--- src/rtl/mem_access_unit.sv ---
// mem_access_unit: RV32I load/store front end for a 1024x32 negedge BRAM.
// Accepts one byte-addressed request at a time, word-aligns the address,
// extends sub-word loads, performs SB/SH as read-modify-write and flags
// misaligned/illegal accesses without strobing memory. All outputs registered.

module mem_access_unit #(
  parameter int WORDS      = 10,
  parameter int DATA_WIDTH = 32   // only 32 is supported
) (
  input  logic                  clk_i,
  input  logic                  reset_ni,
  input  logic                  req_i,
  input  logic                  we_i,
  input  logic [2:0]            funct3_i,
  input  logic [31:0]           addr_i,
  input  logic [DATA_WIDTH-1:0] wdata_i,
  output logic [DATA_WIDTH-1:0] rdata_o,
  output logic                  done_o,
  output logic                  err_o,
  output logic                  busy_o,
  output logic [WORDS-1:0]      mem_addr_o,
  output logic [DATA_WIDTH-1:0] mem_data_o,
  input  logic [DATA_WIDTH-1:0] mem_data_i,
  output logic                  mem_wr_no,
  output logic                  mem_rd_no
);

  localparam logic [2:0] F3_B  = 3'b000;
  localparam logic [2:0] F3_H  = 3'b001;
  localparam logic [2:0] F3_W  = 3'b010;
  localparam logic [2:0] F3_BU = 3'b100;
  localparam logic [2:0] F3_HU = 3'b101;

  typedef enum logic [2:0] {
    S_IDLE   = 3'd0,
    S_LD_RD  = 3'd1,
    S_ST_WR  = 3'd2,
    S_RMW_RD = 3'd3,
    S_RMW_WR = 3'd4,
    S_ERR    = 3'd5
  } state_t;

  state_t                state_q, state_d;
  logic [1:0]            off_q, off_d;          // byte offset within the word
  logic [2:0]            funct3_q, funct3_d;
  logic [15:0]           wdata_q, wdata_d;      // only the low half feeds SB/SH merges
  logic [DATA_WIDTH-1:0] rdata_q, rdata_d;
  logic                  done_q, done_d;
  logic                  err_q, err_d;
  logic                  busy_q, busy_d;
  logic [WORDS-1:0]      mem_addr_q, mem_addr_d;
  logic [DATA_WIDTH-1:0] mem_data_q, mem_data_d;
  logic                  mem_wr_n_q, mem_wr_n_d;
  logic                  mem_rd_n_q, mem_rd_n_d;

  logic                  req_illegal;
  logic                  req_misaligned;
  logic                  req_bad;

  logic [7:0]            lane [4];              // little-endian byte lanes of the read word
  logic [7:0]            ld_byte;
  logic [15:0]           ld_half;
  logic [DATA_WIDTH-1:0] ld_ext;
  logic [DATA_WIDTH-1:0] merged;

  // Upper address bits wrap and are intentionally discarded.
  logic unused_addr_bits;
  assign unused_addr_bits = ^addr_i[31:WORDS+2];

  // Classify the incoming request: illegal funct3 for its direction, or misaligned.
  always_comb begin
    if (we_i) begin
      req_illegal = !(funct3_i inside {F3_B, F3_H, F3_W});
    end else begin
      req_illegal = !(funct3_i inside {F3_B, F3_H, F3_W, F3_BU, F3_HU});
    end
    req_misaligned = ((funct3_i[1:0] == 2'b01) && addr_i[0]) ||
                     ((funct3_i == F3_W) && (addr_i[1:0] != 2'b00));
    req_bad = req_illegal || req_misaligned;
  end

  // Split the memory word into lanes and build the SB/SH merged word lane by lane.
  for (genvar gi = 0; gi < 4; gi++) begin : g_lane
    localparam logic [1:0] LANE = gi;
    logic       hit;
    logic [7:0] src;
    assign lane[gi] = mem_data_i[8*gi +: 8];
    assign hit = ((funct3_q == F3_B) && (off_q == LANE)) ||
                 ((funct3_q == F3_H) && (off_q[1] == LANE[1]));
    assign src = ((funct3_q == F3_H) && LANE[0]) ? wdata_q[15:8] : wdata_q[7:0];
    assign merged[8*gi +: 8] = hit ? src : lane[gi];
  end

  // Select the addressed lane and sign/zero-extend the load result.
  always_comb begin
    ld_byte = lane[off_q];
    ld_half = off_q[1] ? mem_data_i[31:16] : mem_data_i[15:0];
    case (funct3_q)
      F3_B:    ld_ext = {{24{ld_byte[7]}}, ld_byte};
      F3_H:    ld_ext = {{16{ld_half[15]}}, ld_half};
      F3_BU:   ld_ext = {24'b0, ld_byte};
      F3_HU:   ld_ext = {16'b0, ld_half};
      default: ld_ext = mem_data_i;
    endcase
  end

  // State and output registers; reset abandons any access in flight.
  always_ff @(posedge clk_i or negedge reset_ni) begin
    if (!reset_ni) begin
      state_q    <= S_IDLE;
      off_q      <= 2'b00;
      funct3_q   <= 3'b000;
      wdata_q    <= 16'h0000;
      rdata_q    <= '0;
      done_q     <= 1'b0;
      err_q      <= 1'b0;
      busy_q     <= 1'b0;
      mem_addr_q <= '0;
      mem_data_q <= '0;
      mem_wr_n_q <= 1'b1;
      mem_rd_n_q <= 1'b1;
    end else begin
      state_q    <= state_d;
      off_q      <= off_d;
      funct3_q   <= funct3_d;
      wdata_q    <= wdata_d;
      rdata_q    <= rdata_d;
      done_q     <= done_d;
      err_q      <= err_d;
      busy_q     <= busy_d;
      mem_addr_q <= mem_addr_d;
      mem_data_q <= mem_data_d;
      mem_wr_n_q <= mem_wr_n_d;
      mem_rd_n_q <= mem_rd_n_d;
    end
  end

  // Next-state logic; requests are only looked at in IDLE.
  always_comb begin
    state_d = state_q;
    case (state_q)
      S_IDLE: begin
        if (req_i) begin
          if (req_bad) begin
            state_d = S_ERR;
          end else if (!we_i) begin
            state_d = S_LD_RD;
          end else if (funct3_i == F3_W) begin
            state_d = S_ST_WR;
          end else begin
            state_d = S_RMW_RD;
          end
        end
      end
      S_RMW_RD: state_d = S_RMW_WR;
      S_LD_RD,
      S_ST_WR,
      S_RMW_WR,
      S_ERR:    state_d = S_IDLE;
      default:  state_d = S_IDLE;
    endcase
  end

  // Next values of the registered outputs; strobes default inactive so each is a single-cycle pulse.
  always_comb begin
    off_d      = off_q;
    funct3_d   = funct3_q;
    wdata_d    = wdata_q;
    rdata_d    = rdata_q;
    done_d     = 1'b0;
    err_d      = 1'b0;
    busy_d     = busy_q;
    mem_addr_d = mem_addr_q;
    mem_data_d = mem_data_q;
    mem_wr_n_d = 1'b1;
    mem_rd_n_d = 1'b1;
    case (state_q)
      S_IDLE: begin
        if (req_i) begin
          off_d      = addr_i[1:0];
          funct3_d   = funct3_i;
          wdata_d    = wdata_i[15:0];
          mem_addr_d = addr_i[WORDS+1:2];
          busy_d     = 1'b1;
          if (!req_bad) begin
            if (!we_i) begin
              mem_rd_n_d = 1'b0;
            end else if (funct3_i == F3_W) begin
              mem_wr_n_d = 1'b0;
              mem_data_d = wdata_i;
            end else begin
              mem_rd_n_d = 1'b0;
            end
          end
        end
      end
      S_LD_RD: begin
        rdata_d = ld_ext;
        done_d  = 1'b1;
        busy_d  = 1'b0;
      end
      S_ST_WR: begin
        done_d = 1'b1;
        busy_d = 1'b0;
      end
      S_RMW_RD: begin
        mem_data_d = merged;
        mem_wr_n_d = 1'b0;
      end
      S_RMW_WR: begin
        done_d = 1'b1;
        busy_d = 1'b0;
      end
      S_ERR: begin
        done_d = 1'b1;
        err_d  = 1'b1;
        busy_d = 1'b0;
      end
      default: begin
        busy_d = 1'b0;
      end
    endcase
  end

  assign rdata_o    = rdata_q;
  assign done_o     = done_q;
  assign err_o      = err_q;
  assign busy_o     = busy_q;
  assign mem_addr_o = mem_addr_q;
  assign mem_data_o = mem_data_q;
  assign mem_wr_no  = mem_wr_n_q;
  assign mem_rd_no  = mem_rd_n_q;

endmodule

--- config.mk ---
export PLATFORM = sky130hd
export DESIGN_NAME = mem_access_unit
export DESIGN_NICKNAME = d
export VERILOG_FILES = /design/src/rtl/mem_access_unit.sv
export SDC_FILE = /design/constraint.sdc
export NUM_CORES = 1
export LEC_CHECK = 0
export CORE_MARGIN = 5
export CORE_UTILIZATION = 48
export CTS_BUF_LIST = sky130_fd_sc_hd__clkbuf_8
export DETAILED_ROUTE_END_ITERATION = 16
export GPL_TIMING_DRIVEN = 0
export PLACE_DENSITY = 0.94
export SETUP_SLACK_MARGIN = 0.15
export SKIP_CTS_REPAIR_TIMING = 1
export SYNTH_ARGS = -nofsm -noshare
export SYNTH_HDL_FRONTEND = slang
export SYNTH_SLANG_ARGS = --single-unit
--- constraint.sdc ---
create_clock -name clk_i -period 3.4 [get_ports clk_i]
set_input_delay 0.51 -clock clk_i [delete_from_list [all_inputs] [get_ports clk_i]]
set_output_delay 0.51 -clock clk_i [all_outputs]
set_load 0.1 [all_outputs]
==> flow_metrics.py, run 1 <==
metrics = {
    "place": {
        "dp_hpwl_um": 13600,
        "place_area_um2": 7230,
        "io_buffers": 161,
        "place_congestion": 0.919,
    },
    "clock_network": {
        "clkSinkCount": 103,
        "cts_tree": "built",
        "clk_latency_ns": 0.38,
        "cts_buffers": 9,
        "cts-root-buf": "clkbuf_8",
        "clockBufferDepth": 2,
        "cts_max_level": 3,
        "clk_pin_slew_ns": 0.10,
    },
    "yosys": {
        "seq_area_frac_synth_pct": 47.6,
        "ys_types": 51,
        "netlist_area_um2": 5420,
        "synth_ff_type": "dfrtp_1",
        "synthCells": 515,
        "syn_nets": 618,
        "ys_ff_latch": 103,
        "async_flop_share_pct": 100,
        "yosys_warnings": 0,
        "syn_area_per_cell_um2": 10.5,
        "synth_edf_count": 0,
    },
    "die": {
        "die_area_um2": 13500,
        "io_pins": 182,
        "die_x_um": 116,
        "initial_core_util_pct": 49.6,
        "dieHeight_um": 116,
        "core_um2": 10900,
        "num_rows": 38,
    },
    "setup_path": {
        "path_buf_inv": 1,
        "slowest_stage": "clkdlybuf4s50_1",
        "cp.arrival_ns": 2.02,
        "required_ns": 2.89,
        "startpoint": "mem_wr_no",
        "crit_chain": "clkdlybuf4s50_1",
        "crit_family": "buffers and inverters",
        "crit_fanout": 1,
        "crit_type": "register to primary output",
        "critical_path.endpoint_type": "primary output",
        "slowest_delay_ns": 1.12,
        "reg2reg_from": "state_q[2]",
        "cp-start-kind": "register",
    },
    "sta": {
        "fin_crit_sh_pct": 74.4,
        "clock_skew_ns": 0.0187,
        "worst-slew-pin-transition_ns": 1.01,
        "max_freq_mhz": 395,
        "rsz0062_at_grt": "no",
        "finalHoldViolCount": 0,
        "whs_ns": 0.168,
        "layout_min_cycle_time_ns": 2.53,
        "setup_viol": 0,
        "slew_headroom_pct": 32.5,
        "drv_slew": 0,
    },
    "power": {
        "leakage_uw": 0.00297,
        "netSwitchingFraction_pct": 58.1,
        "internal_power_uw": 3340,
        "ir_worst_vdd_mv": 0.871,
        "switching_power_uw": 4630,
        "clkPwrFrac_pct": 9.8,
        "pwr-share-seq_pct": 25.2,
        "powerDensity_nw_per_um2": 1070,
        "pwr-share-comb_pct": 65.0,
    },
    "final_layout": {
        "layout.area.seq_um2": 2580,
        "mostFrequentLayoutCells": "clkdlybuf4s50_1 (160), dfrtp_1 (101), nor2_1 (46)",
        "syn_to_final_growth_pct": 37.1,
        "multiInputGateArea_um2": 2590,
        "layout.nets": 791,
        "final_common_cell": "clkdlybuf4s50_1",
        "stdcell_area_um2": 7430,
        "fillers": 837,
        "drive_gt1_share_pct": 15.6,
        "antenna_cells": 0,
        "fin_util_pct": 68.0,
    },
    "detailed_routing": {
        "drt_pass1_iterations": 5,
        "viasPerCell": 5.99,
        "wirelength_um": 17200,
        "antenna_left": 0,
        "avgRoutedWirePerCell_um": 20.7,
        "drtIter0Drc": 533,
        "drc": 0,
        "via_count": 4988,
    },
    "global_routing": {
        "grt_overflow": 0,
        "grt_max_degree": 55,
        "grt_pass1_vias": 5017,
        "track_usage_pct": 25.4,
        "antenna_found_initial": 0,
        "grt_first_pass_wirelength_um": 26500,
    },
    "outcome": {
        "outcome": "finished clean",
    },
    "job": {
        "cap_viol_max_count": 0,
    },
    "min_path": {
        "hp-class": "primary input to async pin",
    },
}
## stage by stage
| stage | setup slack, ns | total power, uW | setup TNS [ns] | instances |
|---|---|---|---|---|
| detailed placement | 0.757 | 7200 | 0 | 817 |
| global route | 0.834 | 8240 | 0 | 833 |
| finish | 0.871 | 7970 | 0 | 833 |
| floorplan | 1.53 | 5880 | 0 | 515 |
| CTS | 0.855 | 7980 | 0 | 833 |
| global placement | -1.73 | 7090 | -175.76 | 816 |
## cells by family (layout without fill, tap and decap cells)
kind of cell	after synthesis	after routing	share of synthesized area (%)
simple gates	124	124	11.6
compound gates	172	172	22.0
flops	103	103	47.6
buf+inv	50	228	4.68
xor+xnor	1	1	0.162
mux	65	65	14.0
## worst paths after layout
| kind | end | slack (ns) | depth (start not counted) |
|---|---|---|---|
| worst max-delay path | mem_wr_no | 0.87 | 1 |
| worst min-delay path | mem_addr_o[1] | 0.17 | 1 |
| worst max register to register | mem_data_o[4] | 1.34 | 7 |
| worst min register to register | rdata_o[11] | 0.50 | 2 |
| max in group asynchronous | rdata_o[3] | 2.54 | 2 |
| min in group clk_i | rdata_o[11] | 0.50 | 2 |
## synthesized netlist by cell type (7+ instances only)
| library cell | n | area share [%] |
|---|---|---|
| dfrtp_1 | 101 | 47 |
| nor2_1 | 46 | 3.2 |
| a21oi_1 | 43 | 4.0 |
| nand2_1 | 41 | 2.8 |
| mux2_2 | 34 | 7.1 |
| clkbuf_1 | 24 | 1.7 |
| o21ai_0 | 18 | 1.7 |
| mux2i_1 | 17 | 3.1 |
| a211oi_1 | 16 | 2.2 |
| a31oi_1 | 16 | 1.8 |
| o21a_1 | 16 | 2.2 |
| o32a_1 | 16 | 3.0 |
| o31ai_1 | 15 | 2.1 |
| buf_2 | 13 | 1.2 |
| a21oi_2 | 10 | 1.6 |
| mux2_4 | 10 | 2.8 |
| nor2b_1 | 9 | 1.0 |
| a41oi_1 | 8 | 1.3 |
| o22ai_1 | 8 | 0.92 |
| or3_1 | 7 | 0.81 |
## sequential cells by signal, indices dropped and copies added (netlist names)
name,cells
busy_o,1
done_o,1
err_o,1
funct3_q,3
mem_addr_o,10
mem_data_o,32
mem_rd_no,1
mem_wr_no,1
off_q,2
rdata_o,32
state_q,3
wdata_q,16
## metal layers
layer / vias up / part of all wire (%) / GRT usage, % / routed length, um
met5: - / 0 / 0 / 0
met4: 0 / 3.2 / 9.98 / 545
met3: 51 / 8.6 / 5.18 / 1480
met2: 284 / 49 / 42.9 / 8440
met1: 2412 / 39 / 32.2 / 6750
li1: 2241 / - / - / -
## final cells by class
| class | count | area share [%] |
|---|---|---|
| Clock buffer | 10 | 1.85 |
| Buffer | 46 | 3.22 |
| Sequential cell | 103 | 34.7 |
| Multi-Input combinational cell | 362 | 34.8 |
| Inverter | 4 | 0.202 |
| Clock inverter | 6 | 0.825 |
| Tap cell | 140 | 2.36 |
| Timing Repair Buffer | 162 | 22.0 |
## power by group through the flow
stage | combinational (uW) | sequential (uW) | clock, uW
finish | 5180 | 2000 | 782
global route | 5350 | 2060 | 829
CTS | 5190 | 2000 | 790
detailed placement | 5180 | 2020 | 0
global placement | 5100 | 1990 | 0
floorplan | 995 | 4880 | 0
(Power assumes the default switching activity.)
==> run 2, diff against run 1 <==
==> constraint.sdc (replaced) <==
create_clock -name clk_i -period 2.55 [get_ports clk_i]
set_input_delay 0.3825 -clock clk_i [delete_from_list [all_inputs] [get_ports clk_i]]
set_output_delay 0.3825 -clock clk_i [all_outputs]
set_load 0.1 [all_outputs]
==> run 2 against run 1 <==
Flip-flop and latch count unchanged. Total power increased by 33%. Worst hold slack got worse by 0.12 ns. Largest power group unchanged. Combinational power increased by 33%. Wire length decreased by 0.33%. Clock power increased by 33%. Non-clock buffer count unchanged.
==> flow_metrics.py, run 2 (synthesis results as in run 1) <==
metrics = {
    "sta": {
        "layout_min_cycle_time_ns": 2.29,
        "fin_crit_sh_pct": 89.9,
        "worst-slew-pin-transition_ns": 1.01,
        "finalHoldViolCount": 0,
        "drv_slew": 0,
        "setup_slack_ns": 0.257,
        "setup_viol": 0,
        "clock_skew_ns": 0.0164,
        "rsz0062_at_grt": "no",
        "slew_headroom_pct": 32.4,
        "max_freq_mhz": 436,
    },
    "setup_path": {
        "r2r_cells": 7,
        "crit_family": "buffers and inverters",
        "critical_path_depth": 1,
        "crit_fanout": 2,
        "cp-start-kind": "register",
        "slowest_stage": "clkdlybuf4s50_1",
        "crit_chain": "clkdlybuf4s50_1",
        "required_ns": 2.17,
        "crit_type": "register to primary output",
        "path_buf_inv": 1,
        "cp.arrival_ns": 1.91,
        "critical_path.endpoint_type": "primary output",
        "slowest_delay_ns": 1.15,
    },
    "clock_network": {
        "cts_tree": "built",
        "cts_max_level": 3,
        "cts_buffers": 9,
        "clkSinkCount": 103,
        "cts-root-buf": "clkbuf_8",
        "clk_latency_ns": 0.37,
        "clk_pin_slew_ns": 0.09,
        "clockBufferDepth": 2,
    },
    "die": {
        "die_area_um2": 13500,
        "num_rows": 38,
        "initial_core_util_pct": 49.6,
        "die_x_um": 116,
        "io_pins": 182,
        "core_um2": 10900,
        "dieHeight_um": 116,
    },
    "job": {
        "cap_viol_max_count": 0,
    },
    "detailed_routing": {
        "viasPerCell": 5.93,
        "via_count": 4938,
        "drt_pass1_iterations": 6,
        "antenna_left": 0,
        "drtIter0Drc": 537,
        "avgRoutedWirePerCell_um": 20.6,
        "drc": 0,
        "wirelength_um": 17200,
    },
    "place": {
        "dp_hpwl_um": 13600,
        "io_buffers": 161,
        "dp_slack_ns": 0.0344,
        "place_congestion": 0.919,
    },
    "global_routing": {
        "grt_overflow": 0,
        "track_usage_pct": 25.4,
        "grt_max_degree": 55,
        "antenna_found_initial": 0,
        "grt_first_pass_wirelength_um": 26500,
        "grt_pass1_vias": 5017,
    },
    "final_layout": {
        "multiInputGateArea_um2": 2590,
        "mostFrequentLayoutCells": "clkdlybuf4s50_1 (158), dfrtp_1 (101), nor2_1 (46)",
        "fin_util_pct": 68.0,
        "layout.nets": 791,
        "final_common_cell": "clkdlybuf4s50_1",
        "layout.area.seq_um2": 2580,
        "antenna_cells": 0,
        "syn_to_final_growth_pct": 37.2,
        "fillers": 835,
        "drive_gt1_share_pct": 15.6,
    },
    "power": {
        "leakage_uw": 0.00297,
        "clkPwrFrac_pct": 9.8,
        "switching_power_uw": 6170,
        "powerDensity_nw_per_um2": 1430,
        "pwr-share-comb_pct": 65.1,
        "ir_worst_vdd_mv": 1.16,
        "netSwitchingFraction_pct": 58.1,
        "internal_power_uw": 4450,
        "pwr-share-seq_pct": 25.1,
    },
    "min_path": {
        "hp-class": "primary input to async pin",
    },
    "outcome": {
        "outcome": "finished clean",
    },
}
run 2: cell types whose count changed in the layout (fill, tap and decap cells not counted):
cell,delta
dlymetal6s2s_1,+2
clkdlybuf4s50_1,-2
run 2: through the flow:
| step | instances | TNS (ns) | hold slack, ns | total power, uW | cell area [um2] |
|---|---|---|---|---|---|
| 2_1_floorplan | 515 | 0 | 0.0869 | 7830 | 5420 |
| 3_3_place_gp | 816 | -250.17 | 0.467 | 9460 | 7210 |
| 3_5_place_dp | 817 | 0 | 0.462 | 9600 | 7230 |
| 4_1_cts | 833 | 0 | 0.0635 | 10600 | 7430 |
| 5_1_grt | 833 | 0 | 0.106 | 11000 | 7440 |
| 6_report | 833 | 0 | 0.0443 | 10600 | 7440 |
run 2: power by group through the flow:
stage / clock network (uW) / registers [uW] / logic (uW)
finish: 1040 / 2670 / 6910
global route: 1100 / 2740 / 7140
CTS: 1050 / 2670 / 6920
detailed placement: 0 / 2690 / 6900
global placement: 0 / 2650 / 6800
floorplan: 0 / 6510 / 1330
run 2: worst paths after layout:
kind                                 from              to  slack [ns]
max                        mem_data_o[21]  mem_data_o[21]        0.26
min                              reset_ni   mem_addr_o[7]        0.04
max reg2reg                    state_q[2]   mem_data_o[4]        0.50
min reg2reg                   rdata_o[11]     rdata_o[11]        0.50
max in group asynchronous        reset_ni      rdata_o[3]        1.82
min in group clk_i            rdata_o[11]     rdata_o[11]        0.50
run 2: layer usage:
| layer | up-vias | share of wire [%] | track usage (%) |
|---|---|---|---|
| li1 | 2239 | - | - |
| met1 | 2378 | 39 | 32.2 |
| met2 | 278 | 49 | 42.9 |
| met3 | 43 | 9.0 | 5.18 |
| met4 | 0 | 2.9 | 9.98 |
| met5 | - | 0 | 0 |
run 2: area by class of cell:
| class | instances | area share [%] |
|---|---|---|
| Buffer | 46 | 3.21 |
| Tap cell | 140 | 2.36 |
| Clock inverter | 6 | 0.824 |
| Inverter | 4 | 0.202 |
| Sequential cell | 103 | 34.7 |
| Multi-Input combinational cell | 362 | 34.8 |
| Timing Repair Buffer | 162 | 22.1 |
| Clock buffer | 10 | 1.85 |
==> run 3, diff against run 2 <==
--- a/config.mk
+++ b/config.mk
@@ -10,6 +10,7 @@
 export CTS_BUF_LIST = sky130_fd_sc_hd__clkbuf_8
 export DETAILED_ROUTE_END_ITERATION = 16
 export GPL_TIMING_DRIVEN = 0
+export HOLD_SLACK_MARGIN = 0.02
 export PLACE_DENSITY = 0.94
 export SETUP_SLACK_MARGIN = 0.15
 export SKIP_CTS_REPAIR_TIMING = 1
==> results of run 3 <==
Same layout as run 2: the final DEF is identical, and so are final timing and power.
